<file path="src/rtl/led_counter_ctrl.sv">
// led_counter_ctrl: LED up/down counter; ports: clk, rst, run, dir, sat, step_up, step_down, load, load_value in; count, tick, wrap_pulse, at_max, at_min out
module led_counter_ctrl #(
  parameter int WIDTH = 8,
  parameter int DIV = 50000000,
  localparam int PW = DIV > 1 ? $clog2(DIV) : 1
) (
  input  logic             clk,
  input  logic             rst,
  input  logic             run,
  input  logic             dir,
  input  logic             sat,
  input  logic             step_up,
  input  logic             step_down,
  input  logic             load,
  input  logic [WIDTH-1:0] load_value,
  output logic [WIDTH-1:0] count,
  output logic             tick,
  output logic             wrap_pulse,
  output logic             at_max,
  output logic             at_min
);
  localparam logic [PW-1:0] PMAX = PW'(DIV - 1);
  logic [PW-1:0] pre;
  logic run_evt, up, dn, evt, ovf;
  assign at_max = &count;
  assign at_min = ~|count;
  always_comb begin
    run_evt = run && pre == PMAX;
    up = run ? dir : step_up && !step_down;
    dn = run ? !dir : step_down && !step_up;
    evt = run ? run_evt : up || dn;
    ovf = (up && at_max) || (dn && at_min);
  end
  always_ff @(posedge clk) begin
    if (rst || load) begin
      count <= rst ? '0 : load_value;
      pre <= '0;
      tick <= 1'b0;
      wrap_pulse <= 1'b0;
    end else begin
      pre <= run && !run_evt ? pre + 1'b1 : '0;
      tick <= run_evt;
      wrap_pulse <= evt && ovf && !sat;
      if (evt && !(ovf && sat))
        count <= up ? count + 1'b1 : count - 1'b1;
    end
  end
endmodule
</file>
<file path="config.mk">
export PLATFORM = sky130hd
export DESIGN_NAME = led_counter_ctrl
export DESIGN_NICKNAME = d
export VERILOG_FILES = /design/src/rtl/led_counter_ctrl.sv
export SDC_FILE = /design/constraint.sdc
export NUM_CORES = 1
export LEC_CHECK = 0
export ABC_AREA = 0
export CORE_UTILIZATION = 50
export DETAILED_ROUTE_END_ITERATION = 7
export GPL_TIMING_DRIVEN = 0
export HOLD_SLACK_MARGIN = 0.15
export PLACE_DENSITY = 0.84
export SYNTH_ARGS = -nofsm -noshare
export SYNTH_HDL_FRONTEND = slang
export SYNTH_SLANG_ARGS = --single-unit
</file>
<file path="constraint.sdc">
create_clock -name clk -period 2.7 [get_ports clk]
set_input_delay 0.54 -clock clk [delete_from_list [all_inputs] [get_ports clk]]
set_output_delay 0.54 -clock clk [all_outputs]
set_load 0.01 [all_outputs]
</file>
; ---- Word-level counts from Yosys, hierarchy flattened
; Cells that the tools add are included.
; Widths: inputs -> output; s select.
[totals]
register_bits = 36
latchBits = 0
ram_bits = 0
rom_bits = 0
out_inout_bits = 12
elab_cells = 40
memories = 0
[classes]
n_addsub = 3
mul = 0
div_mod_pow = 0
order_cmp = 0
eq_ne = 1
n_shift = 0
mux = 7
bitwise = 1
n_reduce_logical = 24
[ops]
columns = operator, n
row1 = $mux 8, 4
row2 = $add 26x1->26 const B, 1
row3 = $eq 26x26->1 const B, 1
row4 = $logic_and 1x1->1, 10
row5 = $add 8x1->8 const B, 1
row6 = $reduce_and 8->1, 1
row7 = $reduce_or 8->1, 1
row8 = $sub 8x1->8 const B, 1
row9 = $logic_not 1->1, 7
row10 = $logic_or 1x1->1, 3
row11 = $mux 1, 3
row12 = $reduce_bool 2->1, 1
row13 = $reduce_or 2->1, 1
row14 = $not 1->1, 1

; ---- Depth between registers and ports, before layout
; Gate-level depths: netlist of run 1.
[logic_depth]
ltp_word = 10
mapped_depth = 9
mapped_depth_nobuf = 8

; ---- Worst setup path before layout of run 1
; No wires, ideal clock.
[synth_timing]
kind = input to register
startpoint = input run
endpoint = register count[6] (data pin)
arrival_time_ns = 2.209
t_required_ns = 2.439
setup_slack_ns = 0.230
stages = 9
path_buffers = 1
path_cell_list = clkbuf_1 nor3b_1 nor2_1 xor2_1 ha_1 nor2_1 nand4_1 o2111a_1 a221o_1
[synth_via]
elab_chain_cells = 4
[synth_lines]
columns = element, line
row1 = "start, declared", 9  ; input logic run,
row2 = $mux 1, 29  ; up = run ? dir : step_up && !step_down;
row3 = $mux 8, 45  ; count <= up ? count + 1'b1 : count - 1'b1;
row4 = $mux 8, 44  ; if (evt && !(ovf && sat))
row5 = $mux 8, 35  ; if (rst || load) begin
row6 = "end signal, assigned", 36  ; count <= rst ? '0 : load_value;
row7 = "end signal, assigned", 45
row8 = "end, declared", 16  ; output logic [WIDTH-1:0] count,
; No other way between the ends. The select of a mux whose other input is x is not followed.
; A chain may end at the register's enable or synchronous reset.

; ---- Worst setup path after layout of run 1
[layout_timing]
startpoint = input step_up
endpoint = register count[6] (data pin)
[layout_via]
elab_chain_cells = 5
[layout_lines]
columns = element, line
row1 = "start, declared", 12  ; input logic step_up,
row2 = $logic_and 1x1->1, 29
row3 = $mux 1, 29
row4 = $mux 8, 45
row5 = $mux 8, 44
row6 = $mux 8, 35
; No other way between the ends. The select of a mux whose other input is x is not followed.

==> results.md, run 1 <==
* Post-DP HPWL at 3260 µm
* Net count after synthesis at 256
* Placer Congestion at 0.927
* Initial core utilization at 0.518
* Antenna Cells at 0
* Share of layout cells above drive strength 1 at 0.110
* # placed instances at 314
* FF+latch area at 801 µm²
* Combinational power share at 0.158
* Final core occ at 0.630
* Clock power frac at 0.336
* Core region area at 4000 µm²
* Layout Skew at 10.1 ps
* Avg WL per Cell at 14.8 µm
* Crit share post-route at 0.964
* Final Hold Fails at 0
* Peak supply drop at 0.000339 V
* Syn. warnings at 0
* Max-slew headroom at 0.521
* Seq/Total Area, Yosys at 0.387
* CP Max Fanout at 7
* #FFs+latches synth at 36
* Switch Pwr at 315 µW
* Starting DRT DRC Count at 176
* Worst-Margin Slew at 716 ps
* Hold-fix buffers, CTS at 0
* Final setup viols at 0
* GR Overflow Total at 0
* Worst-Skew Late Latency at 290 ps
* RSZ-0062 raised after global routing: no
* Non-filler instance count after layout at 322
* Initial antenna violation count at 0
* Fmax at 384 MHz
* H-tree levels at 2
* Worst setup SP type: primary input
* Routed WL at 4760 µm
* Post-route ant nets at 0
* Nets@finish at 289
* Total power at 1.19 mW
* Cell Rows at 23
* CTS sink count at 36
* Max-cap violations at 0
* Post-Syn Area at 2070 µm²
* Largest net degree at the start of global routing at 11
* First-pass GRT wire length at 7770 µm
* Switching share of power at 0.265
* Final min period at 2600 ps
* Leak Pwr at 0.757 nW
* Longest Clk Path Bufs at 2
* Multi-input gate area at 1210 µm²
* Outcome: complete, no violations
* Reg power frac at 0.506
* DRC at 0
* Clk slew on worst S/H paths at 70 ps
* IO Port Bufs at 26
* Power Density at 472 nW/µm²
* Die height at 66.4 µm
* Worst Path Required at 2740 ps
* GRT Total Usage at 0.233
* Via count at 1952
* Mean post-synth cell area at 8.70 µm²
* Num CTS Buffers at 5
* Via/cell ratio at 6.06
* Critical path arrival at 2650 ps
* CTS resizes at 3
* Crit path kind: primary input to register
* Most used DFF post-synth: dfxtp_1
* DRT Pass-1 Iters at 5
* Post-synth EDFFs at 8
* IO Count at 28
* Die Wd at 66.4 µm
* Synth async-reset ratio at 0
* Postcts setup bufs at 0
* Worst Setup End Kind: register
* CTS tree: done
* Filler Cells Inserted at 334
* Post-synthesis cell type count at 49
* Post-place setup slack at -404 ps
* Synth-to-Final Area Change at 21.6%
* DIE AREA at 4400 µm²
* Cells after Synth at 238
* Worst Setup Slack, final at 97.7 ps
* Pint at 873 µW
* Vias in the first global route at 1771
* Final Max Tran Viols at 0
* Root Driver: clkbuf_8
* Hold Path Class: register to register
[metal layers]
metal	GRT usage	wire, µm	vias up
li1	-	-	962
met1	0.288	2070	914
met2	0.386	2310	68
met3	0.0569	300	8
met4	0.0878	80	0
met5	0	0	-
[flip-flops by register name, summed over array words and instances (netlist names)]
| register | count |
|---|---|
| tick | 1 |
| wrap_pulse | 1 |
| count | 8 |
| pre | 26 |
[logic make-up (layout without fill, tap and decap cells)]
family / Yosys count / count (layout) / synth area share
AO/OA/AOI/OAI: 46 / 46 / 0.162
XOR/XNOR: 15 / 15 / 0.0634
adder cells (fa/ha/maj): 2 / 2 / 0.0121
buffers and inverters: 18 / 52 / 0.0459
flip-flops: 36 / 36 / 0.387
multiplexers: 1 / 1 / 0.00483
AND/OR/NAND/NOR: 120 / 120 / 0.325
[cell usage after synthesis, types with 2 or more instances]
cell	n	area, µm²
buf_6	3	33.8
nor3_1	3	15.0
nand4_1	9	56.3
or4b_2	2	20.0
a21oi_1	9	45.0
ha_1	2	25.0
or4_1	4	30.0
a211oi_1	2	15.0
a21oi_2	4	35.0
nor2_1	32	120
and2_1	2	12.5
nor4_1	11	68.8
a221o_1	3	30.0
nor3b_1	2	15.0
o2111a_1	3	33.8
nand2_1	21	78.8
nand3_1	11	55.1
clkbuf_1	6	22.5
or3_1	7	43.8
or4_4	4	45.0
nand4_2	2	25.0
dfxtp_1	28	561
xor2_1	5	43.8
edfxtp_1	8	240
o2111ai_1	2	17.5
and4_1	2	17.5
a211o_1	2	17.5
o31ai_1	6	45.0
xnor2_1	10	87.6
inv_1	7	26.3
o21ai_0	8	40.0
[cell type report]
cell class | count | area share
multi-input cells | 184 | 0.480
flip-flops and latches | 36 | 0.318
repair buffers | 26 | 0.103
clock buffers | 8 | 0.0358
plain buffers | 11 | 0.0273
well taps | 50 | 0.0248
inverters | 7 | 0.0104
[cell usage in the layout (no fill, tap or decap), types with 4 or more instances in the layout]
cell type	n
nor2_1	31
dfxtp_1	28
clkdlybuf4s50_1	26
nand2_1	21
nand3_1	11
nor4_1	10
xnor2_1	10
nand4_1	9
a21oi_1	9
clkbuf_1	8
o21ai_0	8
edfxtp_1	8
inv_1	7
or3_1	7
o31ai_1	6
clkbuf_8	6
xor2_1	5
or4_1	4
or4_4	4
a21oi_2	4
[critical path, cell delays in order]
cell and delay [ps]:
clkdlybuf4s50_1 540, nor3b_4 280, nor2_2 130, xor2_1 160, ha_1 290, nor2_1 130
nand4_1 140, o2111a_1 170, a221o_1 260
[power groups by stage]
stage               Sequential, mW  Combinational [mW]  Clock, mW
floorplan                    0.611              0.0896          0
global placement             0.609               0.173          0
detailed placement           0.610               0.176          0
CTS                          0.598               0.180      0.405
global route                 0.603               0.206      0.427
finish                       0.601               0.188      0.399
[final timing paths]
check | endpoint | cells after the start | slack [ps] | startpoint
hold reg to reg | pre[0] | 1 | 460 | pre[0]
setup / recovery | count[6] | 9 | 100 | step_up
setup reg to reg | count[5] | 4 | 270 | pre[20]
hold / removal | pre[0] | 1 | 460 | pre[0]
[stage by stage]
stage | hold WS [ps] | instance area (µm²) | setup TNS (ps)
after floorplan | 429 | 2070 | 0
after global routing | 485 | 2520 | 0
final | 459 | 2520 | 0
after global placement | 440 | 2390 | -3650
after CTS | 463 | 2500 | 0
after detailed placement | 446 | 2390 | -3330
(Power assumes the default switching activity.)
==> run 2: changes to the inputs <==
CORE_MARGIN = 2   (was not set)
SKIP_LAST_GASP = 1   (was not set)
==> results.md, run 2 (synthesis gave the netlist of run 1 again) <==
* Hold-fix buffers, CTS at 0 (unchanged)
* Largest net degree at the start of global routing at 11 (unchanged)
* Placer Congestion at 0.895 (was 0.927)
* Via count at 1930 (was 1952)
* DIE AREA at 4670 µm² (was 4400 µm²)
* Most frequent cells in the layout: 31 x nor2_1, 28 x dfxtp_1, 26 x clkdlybuf4s50_1 (unchanged)
* Antenna Cells at 0 (unchanged)
* Max reg flops at 26 (unchanged)
* Worst setup SP type: primary input (unchanged)
* Total power at 1.18 mW (was 1.19 mW)
* Nets@finish at 289 (unchanged)
* Num CTS Buffers at 5 (unchanged)
* Most common cell after layout, fill and taps aside: nor2_1 (unchanged)
* Avg WL per Cell at 14.8 µm (about the same)
* Worst-Skew Late Latency at 290 ps (about the same)
* Vias in the first global route at 1734 (was 1771)
* Root Driver: clkbuf_8 (unchanged)
* Final hold slack at 477 ps (was 459 ps)
* Crit path kind: primary input to register (unchanged)
* First-pass GRT wire length at 7630 µm (was 7770 µm)
* Power Density at 470 nW/µm² (was 472 nW/µm²)
* Synth-to-Final Area Change at 21.6% (unchanged)
* Routed WL at 4760 µm (about the same)
* Hold Path Class: register to register (unchanged)
* Max-slew headroom at 0.516 (was 0.521)
* Final Hold Fails at 0 (unchanged)
* Fmax at 383 MHz (was 384 MHz)
* Longest Clk Path Bufs at 2 (unchanged)
* Final core occ at 0.630 (unchanged)
* RSZ-0062 raised after global routing: yes (was no)
* Leak Pwr at 0.757 nW (unchanged)
* Largest registers: pre: 26 flops, count: 8 flops (unchanged)
* FF+latch area at 801 µm² (unchanged)
* Worst-Margin Slew at 723 ps (was 716 ps)
* Initial antenna violation count at 0 (unchanged)
* Layout Skew at 11.0 ps (was 10.1 ps)
* CTS sink count at 36 (unchanged)
* Critical path arrival at 2660 ps (was 2650 ps)
* GRT Total Usage at 0.217 (was 0.233)
* Clk slew on worst S/H paths at 70 ps (about the same)
* Post-route ant nets at 0 (unchanged)
* CP Max Fanout at 7 (unchanged)
* Die height at 68.4 µm (was 66.4 µm)
* Final Max Tran Viols at 0 (unchanged)
* CTS tree: done (unchanged)
* Via/cell ratio at 5.99 (was 6.06)
* DRT Pass-1 Iters at 4 (was 5)
* Biggest register: pre (unchanged)
* Multi-input gate area at 1210 µm² (unchanged)
* Worst Setup End Kind: register (unchanged)
* Postcts setup bufs at 0 (unchanged)
* DRC at 0 (unchanged)
* Starting DRT DRC Count at 174 (was 176)
* GR Overflow Total at 0 (unchanged)
* Setup TNS at 0 ps (unchanged)
* Filler Cells Inserted at 355 (was 334)
* Cell Rows at 23 (unchanged)
* Max-cap violations at 0 (unchanged)
* Final setup viols at 0 (unchanged)
* Post-DP HPWL at 3310 µm (was 3260 µm)
* IO Count at 28 (unchanged)
* Crit share post-route at 0.967 (was 0.964)
* Share of layout cells above drive strength 1 at 0.110 (unchanged)
* Peak supply drop at 0.000313 V (was 0.000339 V)
* H-tree levels at 2 (unchanged)
* IO Port Bufs at 26 (unchanged)
* Outcome: complete, no violations (unchanged)
* Worst Path Required at 2750 ps (was 2740 ps)
* Initial core utilization at 0.518 (unchanged)
* Die Wd at 68.4 µm (was 66.4 µm)
* Core region area at 4000 µm² (unchanged)
* Final min period at 2610 ps (was 2600 ps)
## run 2: cell counts in the layout (fill, tap and decap cells not counted)
Identical to the previous run, type by type.
## run 2: through the flow
stage | setup slack, ps | cells | area (µm²)
2_1_floorplan | 230 | 238 | 2070
3_3_place_gp | -401 | 314 | 2390
3_5_place_dp | -405 | 314 | 2390
4_1_cts | 30.1 | 322 | 2500
5_1_grt | -21.2 | 322 | 2520
6_report | 89.3 | 322 | 2520
## run 2: cell type report
| cell class | count | area share |
|---|---|---|
| multi-input cells | 184 | 0.480 |
| inverters | 7 | 0.0104 |
| well taps | 50 | 0.0248 |
| flip-flops and latches | 36 | 0.318 |
| clock buffers | 8 | 0.0358 |
| repair buffers | 26 | 0.103 |
| plain buffers | 11 | 0.0273 |
## run 2: worst paths after layout
check	start	end	slack (ps)	cells past startpoint
worst min-delay path	pre[0]	pre[0]	480	1
worst min register to register	pre[0]	pre[0]	480	1
worst max-delay path	step_up	count[6]	90	9
worst max register to register	pre[20]	count[1]	280	4
## run 2: critical path, stage by stage
cell and delay [ps]:
clkdlybuf4s50_1 560, nor3b_4 310, nor2_2 140, xor2_1 160
ha_1 280, nor2_1 110, nand4_1 130, o2111a_1 170
a221o_1 250
## run 2: what timing repair did
action | 4_1_cts | 5_1_grt
cloned | 0 | 0
setup endpoints to repair | 12 | 4
gates resized for setup | 3 | 3
## run 2: per-layer routing
metal,vias to the layer above,global-route usage,part of all wire
met5,-,0,0
met2,49,0.362,0.48
li1,962,-,-
met3,8,0.0395,0.049
met1,911,0.282,0.46
met4,0,0.0750,0.012
## run 2: power breakdown
group	internal (mW)	switching (mW)	total, mW
logic	0.0930	0.0955	0.188
registers	0.572	0.0283	0.600
clock network	0.208	0.187	0.395
==> run 3: changes to the inputs <==
SLEW_MARGIN = 0   (was not set)
==> results of run 3 <==
Same layout as run 2: the final DEF is identical, and so are final timing and power.
